==> src/rtl/cart_pkg.sv <==
// Shared types and header-checksum constants for the cartridge image loader.
package cart_pkg;
  localparam int          CART_ADDR_W = 18;
  localparam logic [15:0] HDR_START   = 16'h0134;
  localparam logic [15:0] HDR_END     = 16'h014C;
  localparam logic [15:0] HDR_CKSUM   = 16'h014D;

  typedef enum logic [1:0] {IDLE, LOAD, CHECK, DONE} cart_state_e;
endpackage

==> src/rtl/cart_hdr_checksum.sv <==
// Running Game Boy header checksum: acc = acc - byte - 1 over the header
// range, plus a latch for the checksum byte stored in the image.
module cart_hdr_checksum import cart_pkg::*; #(
  parameter int CNT_W   = CART_ADDR_W + 1,
  parameter int LO_ADDR = int'(HDR_START),
  parameter int HI_ADDR = int'(HDR_END),
  parameter int CK_ADDR = int'(HDR_CKSUM)
) (
  input  logic             clk,
  input  logic             rst,
  input  logic             clr,
  input  logic [CNT_W-1:0] cnt,
  input  logic [7:0]       in_byte,
  input  logic             acc_stb,
  output logic             match
);
  localparam logic [CNT_W-1:0] LO = CNT_W'(LO_ADDR);
  localparam logic [CNT_W-1:0] HI = CNT_W'(HI_ADDR);
  localparam logic [CNT_W-1:0] CK = CNT_W'(CK_ADDR);

  logic [7:0] acc_q;
  logic [7:0] stored_q;

  // Accumulate header bytes and capture the stored checksum as they stream by.
  always_ff @(posedge clk) begin
    if (rst || clr) begin
      acc_q    <= 8'h00;
      stored_q <= 8'h00;
    end else if (acc_stb) begin
      if (cnt >= LO && cnt <= HI) acc_q <= acc_q - in_byte - 8'd1;
      if (cnt == CK) stored_q <= in_byte;
    end
  end

  assign match = (acc_q == stored_q);
endmodule

==> src/rtl/cart_image_loader.sv <==
// Streams a cartridge image into cart memory, one byte per accepted input,
// validates the header checksum and holds the console in reset while busy.
module cart_image_loader import cart_pkg::*; #(
  parameter int          ADDR_W      = CART_ADDR_W,
  parameter int          IMAGE_BYTES = 262144,
  parameter logic [15:0] HDR_START   = cart_pkg::HDR_START,
  parameter logic [15:0] HDR_END     = cart_pkg::HDR_END,
  parameter logic [15:0] HDR_CKSUM   = cart_pkg::HDR_CKSUM
) (
  input  logic              clk,
  input  logic              rst,
  input  logic              start,
  input  logic              abort,
  input  logic [7:0]        in_data,
  input  logic              in_valid,
  output logic              in_ready,
  output logic [ADDR_W-1:0] wr_addr,
  output logic [7:0]        wr_data,
  output logic              wr_en,
  output logic              busy,
  output logic              done,
  output logic              hdr_ok,
  output logic              err
);
  // One extra counter bit so a full 2^ADDR_W image ends without wrapping.
  localparam int               CNT_W = ADDR_W + 1;
  localparam logic [CNT_W-1:0] LAST  = CNT_W'(IMAGE_BYTES - 1);

  cart_state_e      state_q, state_d;
  logic [CNT_W-1:0] cnt_q;
  logic             accept, take, clr, match;

  assign in_ready = (state_q == LOAD);
  assign busy     = (state_q == LOAD) || (state_q == CHECK);
  assign done     = (state_q == DONE);
  assign accept   = in_valid & in_ready;
  // A byte accepted alongside abort is dropped entirely.
  assign take     = accept & ~abort;

  // State register.
  always_ff @(posedge clk) begin
    if (rst) state_q <= IDLE;
    else     state_q <= state_d;
  end

  // Next-state logic; clr marks the fresh-load clear on start.
  always_comb begin
    state_d = state_q;
    clr     = 1'b0;
    case (state_q)
      IDLE, DONE: if (start) begin
        state_d = LOAD;
        clr     = 1'b1;
      end
      LOAD: begin
        if (abort)                      state_d = IDLE;
        else if (accept && cnt_q == LAST) state_d = CHECK;
      end
      CHECK:   state_d = abort ? IDLE : DONE;
      default: state_d = IDLE;
    endcase
  end

  // Byte counter and the one-cycle-delayed memory write port.
  always_ff @(posedge clk) begin
    if (rst) begin
      cnt_q   <= '0;
      wr_en   <= 1'b0;
      wr_addr <= '0;
      wr_data <= 8'h00;
    end else begin
      wr_en <= take;
      if (clr) begin
        cnt_q <= '0;
      end else if (take) begin
        cnt_q   <= cnt_q + 1'b1;
        wr_addr <= cnt_q[ADDR_W-1:0];
        wr_data <= in_data;
      end
    end
  end

  // Sticky status flags; hdr_ok is sampled on the CHECK cycle.
  always_ff @(posedge clk) begin
    if (rst || clr) begin
      err    <= 1'b0;
      hdr_ok <= 1'b0;
    end else begin
      if (abort && busy) err <= 1'b1;
      if (state_q == CHECK && !abort) hdr_ok <= match;
    end
  end

  cart_hdr_checksum #(
    .CNT_W   (CNT_W),
    .LO_ADDR (int'(HDR_START)),
    .HI_ADDR (int'(HDR_END)),
    .CK_ADDR (int'(HDR_CKSUM))
  ) u_cksum (
    .clk     (clk),
    .rst     (rst),
    .clr     (clr),
    .cnt     (cnt_q),
    .in_byte (in_data),
    .acc_stb (take),
    .match   (match)
  );
endmodule

==> config.mk <==
export PLATFORM = sky130hd
export DESIGN_NAME = cart_image_loader
export DESIGN_NICKNAME = d
export VERILOG_FILES = /design/src/rtl/cart_pkg.sv /design/src/rtl/cart_hdr_checksum.sv /design/src/rtl/cart_image_loader.sv
export SDC_FILE = /design/constraint.sdc
export NUM_CORES = 1
export LEC_CHECK = 0
export CAP_MARGIN = 10
export CORE_UTILIZATION = 35
export DETAILED_ROUTE_END_ITERATION = 16
export PLACE_DENSITY = 0.66
export SYNTH_ARGS = -nofsm -noshare
export SYNTH_HDL_FRONTEND = slang
export SYNTH_SLANG_ARGS = --single-unit
==> constraint.sdc <==
create_clock -name clk -period 6.8 [get_ports clk]
set_input_delay 1.36 -clock clk [delete_from_list [all_inputs] [get_ports clk]]
set_output_delay 1.36 -clock clk [all_outputs]
set_load 0.005 [all_outputs]
==> results.sh, run 1 <==
export IMPL_critPathKind="primary input to register"
export IMPL_cp_end_kind="register"
export IMPL_syn_instance_count=377
export IMPL_dieArea_mm2=0.009282
export IMPL_synth_area_mm2=0.003115
export IMPL_finClkSkew_ps=10.07
export IMPL_synth_xor_area_share=0.07028
export IMPL_worst_slew_pin_slew_ps=974.8
export IMPL_critPathRequiredTime_ps=7080
export IMPL_slew_headroom=0.3486
export IMPL_diodes=0
export IMPL_reg2reg_to="wr_addr[16]"
export IMPL_ys_seq_area_frac=0.4241
export IMPL_cts_tree="yes"
export IMPL_setup_tns_ps=0
export IMPL_fillers=881
export IMPL_cts_sinks=66
export IMPL_wire_per_inst_um=13.38
export IMPL_synth_edf_count=0
export IMPL_synthMuxAreaShare=0.04819
export IMPL_p_sw_frac=0.2432
export IMPL_fp_dieH_um=96.35
export IMPL_drt_total_wl_mm=7.116
export IMPL_p_seq_frac=0.491
export IMPL_syn_nets=404
export IMPL_intPower_uw=606.8
export IMPL_pin_count=45
export IMPL_yosysUniqueCellTypes=41
export IMPL_multi_input_area_mm2=0.001662
export IMPL_layout_min_cycle_time_ps=3421
export IMPL_cts_htree_levels=3
export IMPL_track_usage=0.1695
export IMPL_vias=2592
export IMPL_grt_pass1_wl_mm=11.85
export IMPL_vdd_ir_drop_max_uv=84.07
export IMPL_r2r_cells=7
export IMPL_gp_congestion=0.8314
export IMPL_total_power_uw=801.8
export IMPL_cp_start_kind="primary input"
export IMPL_drv_cap=0
export IMPL_setup_viol=0
export IMPL_min_path_type="register to register"
export IMPL_p_per_area_mw_per_mm2=208.1
export IMPL_min_delay_start="wr_data[6]"
export IMPL_synth_seq_cells=66
export IMPL_timing_rr_start="state_q[0]"
export IMPL_syn_to_final_growth_pct=23.65
export IMPL_drtIter0Drc=122
export IMPL_finalCritPeriodShare=0.5031
export IMPL_hold_violations=0
export IMPL_max_freq_mhz=292.3
export IMPL_layout_cells_non_filler=532
export IMPL_async_flop_share=0
export IMPL_final_cell_mix="dfxtp_1, nand2_1, clkdlybuf4s50_1"
export IMPL_seq_area_mm2=0.001321
export IMPL_firstDrtPassIters=5
export IMPL_fin_util=0.4439
export IMPL_antenna_found_initial=0
export IMPL_worst_path_max_fanout=3
export IMPL_arrival_ps=3700
export IMPL_grt_max_degree=31
export IMPL_grt_setup_unrepaired="false"
export IMPL_hold_path_depth=2
export IMPL_clk_pin_slew_ps=70
export IMPL_dpl_cell_count=516
export IMPL_finish_net_count=446
export IMPL_clk_insertion_delay_late_ps=350
export IMPL_cts_setup_buffers=0
export IMPL_slew_viol_final=0
export IMPL_antenna_left=0
export IMPL_synth_ff_type="dfxtp_1"
export IMPL_dp_hpwl_mm=4.962
export IMPL_synth_compound_area_share=0.1253
export IMPL_row_count=34
export IMPL_grt_overflow=0
export IMPL_layout_commonest_cell="dfxtp_1"
export IMPL_die_w_um=96.35
export IMPL_cts_max_path_buffers=2
export IMPL_viasPerCell=4.872
export IMPL_hold_ws_ps=454.2
export IMPL_r2r_slack_ps=4360
export IMPL_p_sw_uw=195.0
export IMPL_cts_resized=0
export IMPL_combPwrFrac=0.089
export IMPL_outcome="finished, final reports clean"
export IMPL_hold_path_end="wr_data[6]"
export IMPL_syn_avg_cell_area_um2=8.264
export IMPL_grt_pass1_vias=2439
export IMPL_core_area_mm2=0.008678
export IMPL_leakage_nw=1.418
export IMPL_port_buffers=44
export IMPL_clockRootBuffer="clkbuf_8"
export IMPL_drc_errors=0
export IMPL_synth_top_family_by_area="simple AND/OR/NAND/NOR gates"
export IMPL_synth_warnings=0
export IMPL_synthSimpleGateAreaFrac=0.2297
export IMPL_initial_utilization=0.3590
export IMPL_holdBufCountCts=0
export IMPL_drive_gt1_frac=0.05189
export IMPL_synth_adder_area_share=0.05863
export IMPL_cts_buffers=9
export IMPL_pwr_share_clk=0.419
kinds of logic (layout without fill, tap and decap cells):
family | after synthesis | count (layout)
xor+xnor | 25 | 25
fa+ha+maj | 14 | 14
flops | 66 | 66
buf+inv | 34 | 81
compound gates | 66 | 66
mux | 15 | 15
simple gates | 157 | 157
synth_stat cells (all sizes together) (3+ instances only):
cell type  number  share of area
nand3           8          0.013
xnor2          14          0.039
a211oi          3         0.0072
dfxtp          66           0.42
clkbuf         11          0.013
a21oi          39          0.063
or3             3         0.0060
mux2i          15          0.048
ha             13          0.052
o21ai           8          0.013
nor3            7          0.013
buf             5         0.0088
inv            18          0.022
nor3b           4         0.0096
nor2           42          0.051
nand2          65          0.078
xor2           11          0.031
nor4            8          0.016
nand2b          4         0.0080
nor2b           4         0.0080
nand4           5          0.010
a21o            4         0.0096
stage by stage:
step	setup slack (ps)	instance area [um^2]
after detailed placement	3038	3649
after global routing	3197	3852
after CTS	3399	3852
after global placement	3078	3649
final	3379	3852
after floorplan	3703	3115
sequential cells by signal (all words and copies together), names as in the netlist:
signal / count
state_q: 2
err: 1
cnt_q: 19
hdr_ok: 1
wr_en: 1
wr_data: 8
wr_addr: 18
u_cksum.stored_q: 8
u_cksum.acc_q: 8
power by group through the flow:
stage          Clock, mW  Combinational [mW]  Sequential, mW
3_5_place_dp           0              0.0710           0.403
2_1_floorplan          0              0.0384           0.402
5_1_grt            0.363              0.0792           0.395
4_1_cts            0.345              0.0717           0.394
6_report           0.336              0.0715           0.394
3_3_place_gp           0              0.0703           0.403
final cells by class:
cell class	count	area share
timing repair buffer	47	0.1202
sequential	66	0.3430
inverter	18	0.01754
clock buffer	11	0.03930
multi-input combinational	277	0.4313
clock inverter	5	0.01364
tap	108	0.03508
routing by layer:
metal	up-vias	global-route usage	share of wire
met5	-	0	0
li1	1366	-	-
met2	53	0.2500	0.41
met1	1162	0.2341	0.52
met3	11	0.03712	0.042
met4	0	0.07843	0.022
how the worst max path moves through the flow:
| stage | endpoint | from | slack [ps] | cells past startpoint |
|---|---|---|---|---|
| after floorplan | u_cksum.acc_q[7] | in_data[1] | 3700 | 7 |
| after global placement | u_cksum.acc_q[7] | in_data[1] | 3080 | 8 |
| after detailed placement | u_cksum.acc_q[7] | in_data[1] | 3040 | 8 |
| after CTS | u_cksum.acc_q[7] | in_data[1] | 3400 | 8 |
| after global routing | u_cksum.acc_q[7] | in_data[1] | 3200 | 8 |
| final | u_cksum.acc_q[7] | in_data[1] | 3380 | 8 |
worst max-delay path, cell delays in order:
cell             delay, ps
clkdlybuf4s50_1        500
inv_1                   80
ha_1                   310
a211oi_1               340
o21bai_1               150
o41a_1                 330
or4_1                  480
a21oi_1                150
Power figures use the tool's default switching activity.
==> run 2, diff against run 1 <==
clock period = 3.4 ns   (was 6.8 ns; I/O delays follow)
==> results.sh, run 2 (same netlist as run 1, synthesis figures left out) <==
export IMPL_cts_max_path_buffers=2
export IMPL_post_route_cell_area_mm2=0.003911
export IMPL_die_w_um=96.35
export IMPL_critPathKind="primary input to register"
export IMPL_cts_resized=0
export IMPL_grt_pass1_vias=2501
export IMPL_dp_hpwl_mm=5.042
export IMPL_critPathMaxStageDelay_ps=500
export IMPL_cts_tree="yes"
export IMPL_crit_chain="clkdlybuf4s50_1 > inv_1 > ha_1 > a211oi_1 > o21bai_1 > o41a_1 > or4_1 > a21oi_1"
export IMPL_r2r_cells=6
export IMPL_viasPerCell=4.972
export IMPL_grt_setup_unrepaired="false"
export IMPL_critPathRequiredTime_ps=3670
export IMPL_worst_path_max_fanout=3
export IMPL_top_regs="cnt_q (19), wr_addr (18)"
export IMPL_post_dp_cell_area_mm2=0.003694
export IMPL_regMostFlops="cnt_q"
export IMPL_drv_cap=0
export IMPL_drt_total_wl_mm=7.174
export IMPL_finClkSkew_ps=10.86
export IMPL_total_power_mw=1.654
export IMPL_slew_headroom=0.6307
export IMPL_dpl_cell_count=522
export IMPL_min_path_type="register to register"
export IMPL_pin_count=45
export IMPL_cts_sinks=66
export IMPL_finalCritPeriodShare=0.8045
export IMPL_drtIter0Drc=114
export IMPL_setup_viol=0
export IMPL_track_usage=0.1671
export IMPL_dieArea_mm2=0.009282
export IMPL_place_ws_ps=303.8
export IMPL_vdd_ir_drop_max_uv=186.3
export IMPL_cp_depth=8
export IMPL_drc_errors=0
export IMPL_firstDrtPassIters=4
export IMPL_fin_util=0.4507
export IMPL_hold_violations=0
export IMPL_layout_cells_non_filler=538
export IMPL_clockRootBuffer="clkbuf_8"
export IMPL_cp_endpoint="u_cksum.acc_q[7]"
export IMPL_max_freq_mhz=365.6
export IMPL_gp_congestion=0.9053
export IMPL_crit_buf_inv=2
export IMPL_holdBufCountCts=0
export IMPL_r2r_slack_ps=1180
export IMPL_outcome="finished, final reports clean"
export IMPL_cp_top_family="compound AO/OA/AOI/OAI gates"
export IMPL_hold_path_depth=2
export IMPL_finish_net_count=452
export IMPL_arrival_ps=3000
export IMPL_antenna_left=0
export IMPL_largest_register_ffs=19
export IMPL_setup_ws_ps=664.7
export IMPL_grt_overflow=0
export IMPL_grt_pass1_wl_mm=11.83
export IMPL_crit_start="in_data[1]"
export IMPL_leakage_nw=1.447
export IMPL_final_cell_mix="dfxtp_1, nand2_1, clkdlybuf4s50_1"
export IMPL_core_area_mm2=0.008678
export IMPL_cp_end_kind="register"
export IMPL_reg2reg_to="u_cksum.acc_q[7]"
export IMPL_clk_insertion_delay_late_ps=340
export IMPL_crit_slowest_cell="clkdlybuf4s50_1"
export IMPL_grt_max_degree=31
export IMPL_worst_slew_pin_slew_ps=552.6
export IMPL_p_per_area_mw_per_mm2=422.8
export IMPL_setup_tns_ps=0
export IMPL_slew_viol_final=0
export IMPL_hold_ws_ps=455.7
export IMPL_fillers=889
export IMPL_fp_dieH_um=96.35
export IMPL_wire_per_inst_um=13.33
export IMPL_layout_commonest_cell="dfxtp_1"
export IMPL_antenna_found_initial=0
export IMPL_cts_setup_buffers=0
export IMPL_clk_pin_slew_ps=70
export IMPL_diodes=0
export IMPL_initial_utilization=0.3590
export IMPL_cts_htree_levels=3
export IMPL_drive_gt1_frac=0.06512
export IMPL_layout_min_cycle_time_ps=2735
export IMPL_port_buffers=44
export IMPL_cp_start_kind="primary input"
export IMPL_syn_to_final_growth_pct=25.54
export IMPL_cts_buffers=9
export IMPL_timing_rr_start="u_cksum.acc_q[1]"
export IMPL_vias=2675
export IMPL_row_count=34
-- run 2: changes by cell type in the layout (fill, tap and decap cells not counted), sizes merged --
cell | previous run | this run
buf | 3 | 9
clkbuf | 11 | 9
bufinv | 1 | 2
clkinvlp | 1 | 2
-- run 2: layer usage --
layer  up-vias  GRT usage  routed length (um)
met5         -          0                   0
met4         0    0.05025                  72
met3         8    0.03791                 451
met2        68     0.2494                3103
met1      1222     0.2381                3547
li1       1377          -                   -
-- run 2: worst min path at each step --
stage / slack [ps] / to / startpoint
after floorplan: 450 / wr_addr[0] / wr_addr[0]
after global placement: 440 / wr_data[2] / wr_data[2]
after detailed placement: 450 / wr_data[0] / wr_data[0]
after CTS: 460 / wr_data[0] / wr_data[0]
after global routing: 480 / wr_addr[0] / wr_addr[0]
final: 460 / wr_data[0] / wr_data[0]
-- run 2: tightest hold or removal path, stage by stage (launching register included) --
cell,delay (ps)
dfxtp_1,310
nand2_1,50
a21oi_1,50
-- run 2: power by group --
part / internal (mW) / total, mW / switching [mW]
Combinational: 0.0633 / 0.149 / 0.0858
Sequential: 0.781 / 0.788 / 0.00673
Clock: 0.411 / 0.717 / 0.306
Total: 1.26 / 1.65 / 0.398
-- run 2: cell type report --
type                    instances  area [um^2]  area share
clock inverters                 7        93.84     0.02399
well taps                     108        135.1     0.03455
flip-flops and latches         66         1321      0.3378
clock buffers                   9        123.9     0.03167
multi-input cells             277         1662      0.4248
repair buffers                 53        508.0      0.1299
inverters                      18        67.56     0.01727
